--- src/rtl/pc_sequencer.sv ---
// Program-counter sequencer for the MIPS fetch stage.
// Selects the next PC from reset, exception, stall, return, jump-register,
// jump, branch and sequential sources in that priority order. It also keeps
// a small circular return-address stack for link jumps and returns.
module pc_sequencer #(
  parameter int unsigned       WIDTH        = 32,
  parameter logic [WIDTH-1:0]  RESET_VECTOR = '0,
  parameter logic [31:0]       EXC_VECTOR   = 32'h0000_0180,
  parameter int unsigned       RAS_DEPTH    = 4
) (
  input  logic                         clock,
  input  logic                         reset,
  input  logic                         stall,
  input  logic                         exception,
  input  logic                         branch_taken,
  input  logic [WIDTH-1:0]             branch_offset,
  input  logic                         jump,
  input  logic [25:0]                  jump_target,
  input  logic                         jump_reg,
  input  logic [WIDTH-1:0]             reg_target,
  input  logic                         ret,
  input  logic                         link,
  output logic [WIDTH-1:0]             pc_out,
  output logic [WIDTH-1:0]             pc_plus4,
  output logic [$clog2(RAS_DEPTH):0]   ras_count,
  output logic                         ras_miss,
  output logic                         misaligned
);

  localparam int unsigned      PW       = $clog2(RAS_DEPTH);
  localparam int unsigned      CW       = PW + 1;
  localparam logic [WIDTH-1:0] EXC_PC   = WIDTH'(EXC_VECTOR);
  localparam logic [CW-1:0]    RAS_FULL = CW'(RAS_DEPTH);

  logic [WIDTH-1:0] pc_q, pc_d;
  logic [PW-1:0]    ras_ptr_q, ras_ptr_d;
  logic [CW-1:0]    ras_count_q, ras_count_d;
  logic [WIDTH-1:0] ras_mem_q [RAS_DEPTH];
  logic [WIDTH-1:0] ras_mem_d [RAS_DEPTH];

  logic             redirect_ok;
  logic             ras_empty;
  logic [WIDTH-1:0] ras_top;
  logic [WIDTH-1:0] ind_target;
  logic [WIDTH-1:0] jump_pc;
  logic [WIDTH-1:0] branch_pc;
  logic             do_push;
  logic             do_pop;

  // Candidate targets and the alignment / stack-hit qualifiers for this cycle.
  always_comb begin
    pc_plus4          = pc_q + WIDTH'(4);
    redirect_ok       = !exception && !stall;
    ras_empty         = (ras_count_q == '0);
    ras_top           = ras_mem_q[ras_ptr_q - PW'(1)];
    ind_target        = (ret && !ras_empty) ? ras_top : reg_target;
    jump_pc           = pc_plus4;
    jump_pc[27:0]     = {jump_target, 2'b00};
    branch_pc         = pc_plus4 + (branch_offset << 2);
    misaligned        = redirect_ok && (ret || jump_reg) && (ind_target[1:0] != 2'b00);
    ras_miss          = redirect_ok && ret && ras_empty;
    do_push           = redirect_ok && !ret && link &&
                        (jump_reg ? !misaligned : jump);
    do_pop            = redirect_ok && ret && !ras_empty && !misaligned;
  end

  // Next-PC priority selection below reset.
  always_comb begin
    pc_d = pc_plus4;
    if (exception) begin
      pc_d = EXC_PC;
    end else if (stall) begin
      pc_d = pc_q;
    end else if (ret || jump_reg) begin
      pc_d = misaligned ? EXC_PC : ind_target;
    end else if (jump) begin
      pc_d = jump_pc;
    end else if (branch_taken) begin
      pc_d = branch_pc;
    end
  end

  // Return stack: a push past full wraps and overwrites the oldest entry.
  always_comb begin
    ras_mem_d   = ras_mem_q;
    ras_ptr_d   = ras_ptr_q;
    ras_count_d = ras_count_q;
    if (do_push) begin
      ras_mem_d[ras_ptr_q] = pc_plus4;
      ras_ptr_d            = ras_ptr_q + PW'(1);
      ras_count_d          = (ras_count_q == RAS_FULL) ? ras_count_q : ras_count_q + CW'(1);
    end else if (do_pop) begin
      ras_ptr_d   = ras_ptr_q - PW'(1);
      ras_count_d = ras_count_q - CW'(1);
    end
  end

  // PC and stack bookkeeping registers, synchronous reset.
  always_ff @(posedge clock) begin
    if (reset) begin
      pc_q        <= RESET_VECTOR;
      ras_ptr_q   <= '0;
      ras_count_q <= '0;
    end else begin
      pc_q        <= pc_d;
      ras_ptr_q   <= ras_ptr_d;
      ras_count_q <= ras_count_d;
    end
  end

  // Stack storage needs no reset since the count marks valid entries.
  always_ff @(posedge clock) begin
    ras_mem_q <= ras_mem_d;
  end

  assign pc_out    = pc_q;
  assign ras_count = ras_count_q;

endmodule

--- config.mk ---
export PLATFORM = sky130hd
export DESIGN_NAME = pc_sequencer
export DESIGN_NICKNAME = d
export VERILOG_FILES = /design/src/rtl/pc_sequencer.sv
export SDC_FILE = /design/constraint.sdc
export NUM_CORES = 1
export LEC_CHECK = 0
export CORE_MARGIN = 1
export CORE_UTILIZATION = 49
export DETAILED_ROUTE_END_ITERATION = 16
export PLACE_DENSITY = 0.78
export REMOVE_ABC_BUFFERS = 1
export SYNTH_ARGS = -nofsm -noshare
export SYNTH_HDL_FRONTEND = slang
export SYNTH_SLANG_ARGS = --single-unit
--- constraint.sdc ---
create_clock -name clock -period 3.54 [get_ports clock]
set_input_delay 0.354 -clock clock [delete_from_list [all_inputs] [get_ports clock]]
set_output_delay 0.354 -clock clock [all_outputs]
set_load 0.02 [all_outputs]
==> results of run 1 <==
==> final cells by class <==
type                            instances  area (um2)
Fill cell                            1376        5400
Multi-Input combinational cell        656        5150
Sequential cell                       165        4600
Timing Repair Buffer                  312        2800
Clock buffer                           17         425
Tap cell                              260         325
Clock inverter                         15         155
Inverter                               25        93.8
==> synth_stat cells (all sizes together), types with 4 or more instances <==
cell / number
a221o: 4
nor4: 6
a221oi: 4
a31oi: 7
and3: 9
nand2b: 5
xnor2: 29
edfxtp: 128
o21a: 7
buf: 11
a31o: 4
mux2i: 17
nand2: 95
and2: 8
mux4: 30
or3: 7
a21oi: 75
nor3: 18
dfxtp: 37
o31ai: 6
xor2: 18
inv: 25
o21bai: 6
o22ai: 8
a21boi: 6
a211oi: 12
nand4: 14
ha: 40
a21o: 18
o211ai: 7
clkbuf: 32
nand3: 23
nor2: 72
o211a: 5
o21ai: 55
==> cell families (layout without fill, tap and decap cells) <==
group	Yosys count	after routing	share of synthesized area
AO/OA/AOI/OAI	247	247	0.166
XOR/XNOR	47	47	0.0436
adder cells (fa/ha/maj)	42	42	0.0562
buffers and inverters	68	369	0.0315
flip-flops	165	165	0.477
multiplexers	50	50	0.0919
AND/OR/NAND/NOR	270	270	0.134
==> tightest hold or removal path: cells and delay by family <==
family	cells	cell delay [ps]
buffers and inverters	1	400
AO/OA/AOI/OAI	1	70
AND/OR/NAND/NOR	1	60
==> layout by cell type, fill, tap and decap left out, types with 27 or more instances in the layout <==
master	n
clkdlybuf4s50_1	164
buf_4	142
edfxtp_1	128
nand2_1	91
nor2_1	68
a21oi_1	67
o21ai_0	48
mux4_2	29
ha_1	29
dfxtp_1	27
==> sequential cells by signal, summed over array words and instances, names as in the netlist <==
register / count
ras_count: 3
pc_out: 32
ras_mem_q: 128
ras_ptr_q: 2
==> what timing repair did <==
action | CTS | global route
gates cloned | 0 | 0
hold buffers | 0 | 0
buffers inserted | 2 | 2
endpoints found under the setup margin | 7 | 9
resized for setup | 30 | 56
pin swaps | 11 | 34
==> where the power goes <==
group	leakage [uW]	switching, uW	internal (uW)	total, uW
clock	0.000276	874	940	1810
sequential	0.00150	17.9	2100	2120
combinational	0.00341	492	446	938
==> through the flow <==
stage / area (um2) / std cells / utilization / hold WS [ps]
floorplan: 9410 / 846 / - / 423
global placement: 12500 / 1415 / 0.660 / 485
detailed placement: 12500 / 1415 / 0.660 / 503
CTS: 13200 / 1449 / 0.698 / 487
global route: 13600 / 1450 / 0.715 / 519
finish: 13600 / 1450 / 0.715 / 494
==> routing by layer <==
| metal | global-route usage | part of all wire |
|---|---|---|
| met5 | 0 | 0 |
| met4 | 0.138 | 0.041 |
| met3 | 0.0592 | 0.086 |
| met2 | 0.514 | 0.46 |
| met1 | 0.417 | 0.41 |
==> worst paths after layout <==
path / end / slack (ps) / depth (start not counted)
setup / recovery: pc_out[31]$_SDFFE_PP0N_ / -40 / 16
hold / removal: pc_out[11]$_SDFFE_PP0N_ / 490 / 3
setup reg to reg: pc_out[31]$_SDFFE_PP0N_ / -40 / 16
hold reg to reg: pc_out[30]$_SDFFE_PP0N_ / 530 / 2
==> Flow_metrics.wiki, run 1 <==
{| class="wikitable"
! Metric !! Value
|-
| Critical Path, Cell by Cell || nand4_4 > nor4_4 > and3_4 > and4_4 > xnor2_4 > ha_4 > buf_4 > nand2_2 > nor2_2 > nor2_1 > a32oi_1 > o21ai_1 > buf_4 > xor2_1 > or4b_2 > o211ai_1
|-
| PwrDens || ~360 mW/mm2
|-
| Starting DRT DRC Count || 754
|-
| Longest individual stage delay on the worst path || between 600 and 700 ps
|-
| Total of max-cap violations || 0
|-
| Worst r2r src || pc_out[8]$_SDFFE_PP0P_
|-
| Leakage power of the design || roughly 0.0052 uW
|-
| Total count of hold-check failures in the final report || 0
|-
| TritonCTS Buffers || 17
|-
| Final worst slack || -35.1 ps
|-
| Die area || 0.0202 mm2
|-
| Aggregate negative setup slack || -35.1 ps
|-
| Cell with the biggest individual delay on the critical path || or4b_2
|-
| Register bit count reported by yosys || 165
|-
| Port Buffers || roughly 170
|-
| Wire length of the first global-routing pass || between 40000 and 50000 um
|-
| Post-Syn Area || a little under 0.01 mm2
|-
| Initial antenna violation count || 0
|-
| Antenna Diode Count || 0
|-
| Core Area || approximately 0.019 mm2
|-
| Classification of the worst-slack hold path || in2reg
|-
| Kind of cell with the highest combined delay on the critical path || simple AND/OR/NAND/NOR gates
|-
| Sequential share of the synthesized area || 0.477
|-
| Failing checks || setup timing
|-
| Hold Startpoint || jump_target[9]
|-
| Worst skew pair latency || around 430 ps
|-
| Routability Congestion || between 0.9 and 1
|-
| Clock-pin slew of the registers on the worst-case setup and hold paths || 70 ps
|-
| CTS sink count || between 150 and 200
|-
| Startpoint of the most critical setup path || pc_out[8]$_SDFFE_PP0P_
|-
| WS Path Type || reg2reg
|-
| Status || finished, violations left
|-
| Setup Skew || roughly 11 ps
|-
| Cell taking the most area after synthesis || edfxtp_1
|-
| Detail Placement HPWL || 22400 um
|-
| Biggest area contributors in the synthesized netlist || edfxtp_1 40%, dfxtp_1 7.7%, mux4_2 6.8%
|-
| Final routed DRC violation total || 0
|-
| Fraction of the cycle the final worst path needs || 1.01
|-
| Number of top-level pins || 168
|-
| Main flop type after synthesis || edfxtp_1
|-
| Layout net count || roughly 1300
|-
| CTS Root Cell || clkbuf_16
|-
| Slew of the pin with the lowest slew margin || around 740 ps
|-
| Max-Slew Margin vs Limit || 0.506
|-
| Final wirelength || approximately 32000 um
|-
| Type of origin of the critical path || flip-flop
|-
| Data required time at the worst endpoint || between 3000 and 4000 ps
|-
| Number of buffers and inverters on the critical path || 2
|-
| Number of distinct library cell variants in the gate-level netlist after synthesis || 74
|-
| Kind of capture point of the worst setup path || flip-flop
|-
| Avg Inst Size Synth || ~11 um2
|-
| Maximum VDD drop || about 0.36 mV
|-
| Floorplan row count || 50
|-
| Clock tree from TritonCTS || built
|-
| Total iterations of the first detailed-routing run || 5
|-
| Total congestion overflow || 0
|-
| Maximum buffer depth of the clock tree || 2
|-
| Number of synthesized flops with an enable pin || 128
|-
| Vias in the first global route || roughly 8500
|-
| Final setup fails || 1
|-
| Setup Slack @ Placement || -201 ps
|-
| Avg Vias per Cell || 6.06
|-
| Yosys top cell area share || 0.400
|-
| Largest net degree at the start of global routing || 35
|-
| Number of nets with antenna violations after routing || 0
|-
| Total design power || 4870 uW
|-
| CP Data Arrival Time || roughly 3900 ps
|-
| Number of max-slew violations in the final report || 0
|-
| Chip height || ~140 um
|-
| Shortest clock period the worst path allows after layout || roughly 3600 ps
|-
| Starting density of the core || 0.507
|-
| GRT Util Overall || 0.317
|-
| Via Count || 8785
|-
| RSZ-0062 raised after global routing || yes
|-
| Post-synthesis instance total || 889
|-
| Floorplan die width || roughly 140 um
|-
| Worst-path maximum fanout || 4
|-
| CTS H-tree lvls || 4
|-
| Warning count from the yosys run || 0
|-
| Synthesis-to-finish area growth || 40.9%
|-
| Ratio of cells with drive above 1 in the final layout || 0.249
|-
| Most Frequent Cell on Critical Path || buf_4
|-
| Routed length per placed instance || between 20 and 25 um
|-
| F_max || 280 MHz
|-
| Share of synthesized registers carrying an async set or reset || 0
|}
Note: power is estimated with default switching activity, not from simulation.
==> run 2, diff against run 1 <==
- MAX_ROUTING_LAYER: default -> met4
==> Flow_metrics.wiki, run 2 (synthesized netlist as in run 1, its figures left out) <==
{| class="wikitable"
! Metric !! Value
|-
| Largest net degree at the start of global routing || 35 (unchanged)
|-
| Sequential cell fraction of total power || 0.432 (-0.003)
|-
| Initial antenna violation count || 0 (unchanged)
|-
| Final routed DRC violation total || 0 (unchanged)
|-
| Internal power of the cells || 3490 uW (+0.19%)
|-
| FF/Latch Area || 0.00461 mm2 (+0.16%)
|-
| Type of origin of the critical path || flip-flop
|-
| Number of top-level pins || 168 (unchanged)
|-
| Total iterations of the first detailed-routing run || 5 (unchanged)
|-
| F_max || 283 MHz (+1.3%)
|-
| CTS sink count || 165 (unchanged)
|-
| Total count of hold-check failures in the final report || 0 (unchanged)
|-
| Chip height || 142 um (unchanged)
|-
| Wire length of the first global-routing pass || 47500 um (+0.63%)
|-
| Total congestion overflow || 0 (unchanged)
|-
| Relative contribution of the clock network to total power || 0.374 (about the same)
|-
| Flop2flop setup slack || 10 ps (+40 ps)
|-
| Top register by number of flip-flops || ras_mem_q
|-
| Final worst slack || 9.65 ps (+44.7 ps)
|-
| Number of max-slew violations in the final report || 0 (unchanged)
|-
| Net Switching || 1410 uW (+1.8%)
|-
| Highest-count cells in the layout ignoring fill and taps || 165 x clkdlybuf4s50_1, 152 x buf_4, 128 x edfxtp_1
|-
| Synthesis-to-finish area growth || 41.7%
|-
| Final setup fails || 0 (-1)
|-
| GRT Util Overall || 0.328 (+0.0109)
|-
| Post-cts hold buffer count || 0 (unchanged)
|-
| WS Path Type || reg2reg
|-
| Starting density of the core || 0.507 (unchanged)
|-
| Kind of cell with the highest combined delay on the critical path || simple AND/OR/NAND/NOR gates
|-
| Most common cell after layout, fill and taps aside || clkdlybuf4s50_1
|-
| Slew of the pin with the lowest slew margin || 840 ps (+98.3 ps)
|-
| Floorplan die width || 142 um (unchanged)
|-
| Starting DRT DRC Count || 711 (-5.7%)
|-
| Detail Placement HPWL || 22400 um (about the same)
|-
| Shortest clock period the worst path allows after layout || 3530 ps (-44.7 ps)
|-
| Fraction of the cycle the final worst path needs || 0.997 (-0.0126)
|-
| Critical Path, Cell by Cell || nand4_1 > nor4_4 > buf_4 > nand3_1 > xnor2_2 > ha_1 > nand2_2 > o21bai_4 > or3_1 > o21ai_1 > xor2_1 > a21oi_1 > a31o_2
|-
| TritonCTS Buffers || 17 (unchanged)
|-
| Leakage power of the design || 0.00525 uW (+1.2%)
|-
| Vias in the first global route || 8449 (-0.44%)
|-
| Ratio of cells with drive above 1 in the final layout || 0.263 (+0.0140)
|-
| CTS H-tree lvls || 4 (unchanged)
|-
| CP Data Arrival Time || 3870 ps (-60 ps)
|-
| Setup Skew || 8.43 ps (-2.25 ps)
|-
| Total of max-cap violations || 0 (unchanged)
|-
| Layout net count || 1327 (+0.68%)
|-
| Maximum buffer depth of the clock tree || 2 (unchanged)
|-
| Aggregate negative setup slack || 0 ps (+35.1 ps)
|-
| Floorplan row count || 50 (unchanged)
|-
| Avg Vias per Cell || 6.02 (-0.70%)
|-
| Number of nets with antenna violations after routing || 0 (unchanged)
|-
| Routability Congestion || 0.938 (-1.2%)
|-
| Via Count || 8778 (-0.080%)
|-
| Final wirelength || 32300 um (+1.3%)
|-
| Port Buffers || 165 (unchanged)
|-
| Clock-pin slew of the registers on the worst-case setup and hold paths || 70 ps (about the same)
|-
| Setup Slack @ Placement || -223 ps (-21.9 ps)
|-
| Fill cells || 1366 (-0.73%)
|-
| PwrDens || 360 mW/mm2 (+0.10%)
|-
| Routed length per placed instance || 22.2 um (+0.69%)
|-
| Max-Slew Margin vs Limit || 0.438 (-0.0676)
|-
| Antenna Diode Count || 0 (unchanged)
|-
| Longest individual stage delay on the worst path || 410 ps (-200 ps)
|-
| Area of the multi-input gates || 0.00515 mm2 (about the same)
|-
| Number of buffers and inverters on the critical path || 1 (-1)
|-
| Kind of capture point of the worst setup path || flip-flop
|-
| Status || complete, no violations
|-
| Maximum VDD drop || 0.360 mV (+0.99%)
|-
| Die area || 0.0202 mm2 (unchanged)
|-
| CTS Root Cell || clkbuf_16
|-
| Worst-path maximum fanout || 4 (unchanged)
|-
| Switching fraction of total power || 0.288 (+0.00336)
|-
| Worst skew pair latency || 450 ps (+20 ps)
|-
| Data required time at the worst endpoint || 3880 ps (about the same)
|-
| Clock tree from TritonCTS || built
|-
| Core Area || 0.0190 mm2 (unchanged)
|-
| Max reg flops || 128 (unchanged)
|-
| RSZ-0062 raised after global routing || yes
|-
| Combinational cell fraction of total power || 0.194 (about the same)
|-
| Cell with the biggest individual delay on the critical path || nor4_4
|-
| Classification of the worst-slack hold path || in2reg
|}
## run 2: cell types whose count changed in the layout (fill, tap and decap cells not counted), moves of 2 or more
cell	change
dfxtp_1	-4
xnor2_4	-2
ha_4	-3
nor2_1	-2
ha_1	+2
buf_4	+10
dfxtp_2	+3
inv_8	-2
## run 2: worst register-to-register path, delay by kind of cell (launching register included)
family	cells	cell delay, ps
flops	1	340
xor+xnor	2	680
fa+ha+maj	1	340
buf+inv	1	190
compound gates	4	680
simple gates	5	1220
## run 2: path summary, 6_finish.rpt
path                                               from                      end  depth (start not counted)
worst max-delay path            pc_out[13]$_SDFFE_PP0N_  pc_out[27]$_SDFFE_PP0N_                         13
worst min-delay path                     jump_target[9]  pc_out[11]$_SDFFE_PP0N_                          3
worst max register to register  pc_out[13]$_SDFFE_PP0N_  pc_out[27]$_SDFFE_PP0N_                         13
worst min register to register  pc_out[30]$_SDFFE_PP0N_  pc_out[30]$_SDFFE_PP0N_                          2
## run 2: through the flow
step           hold WS, ps  instance area, um2  utilization  cells  power (uW)
2_1_floorplan          423                9410            -    846        2580
3_3_place_gp           482               12500        0.662   1420        3020
3_5_place_dp           484               12500        0.662   1420        3030
4_1_cts                471               13300        0.700   1455        4840
5_1_grt                518               13600        0.719   1459        5040
6_report               466               13600        0.719   1459        4900
## run 2: area by class of cell
class | instances | share of cell area
clock inverters | 15 | 0.0117
well taps | 260 | 0.0239
inverters | 25 | 0.00689
flip-flops and latches | 165 | 0.338
clock buffers | 17 | 0.0312
multi-input cells | 656 | 0.378
repair buffers | 321 | 0.210
## run 2: power by group through the flow
stage          logic [uW]  registers [uW]  clock network [uW]
2_1_floorplan         389            2190                   0
3_3_place_gp          863            2160                   0
3_5_place_dp          871            2160                   0
4_1_cts               891            2120                1830
5_1_grt              1010            2120                1920
6_report              951            2120                1830
## run 2: repair_timing
| action | CTS | global route |
|---|---|---|
| cloned | 0 | 0 |
| buffers inserted | 3 | 5 |
| setup endpoints to repair | 7 | 10 |
| pin swaps | 16 | 30 |
| gates resized for setup | 31 | 66 |
## run 2: per-layer routing
metal,track usage,share of wire,up-vias
met5,-,0,-
met4,0.119,0.028,0
met3,0.0404,0.083,78
met2,0.534,0.48,465
met1,0.424,0.41,4265
li1,-,-,3970
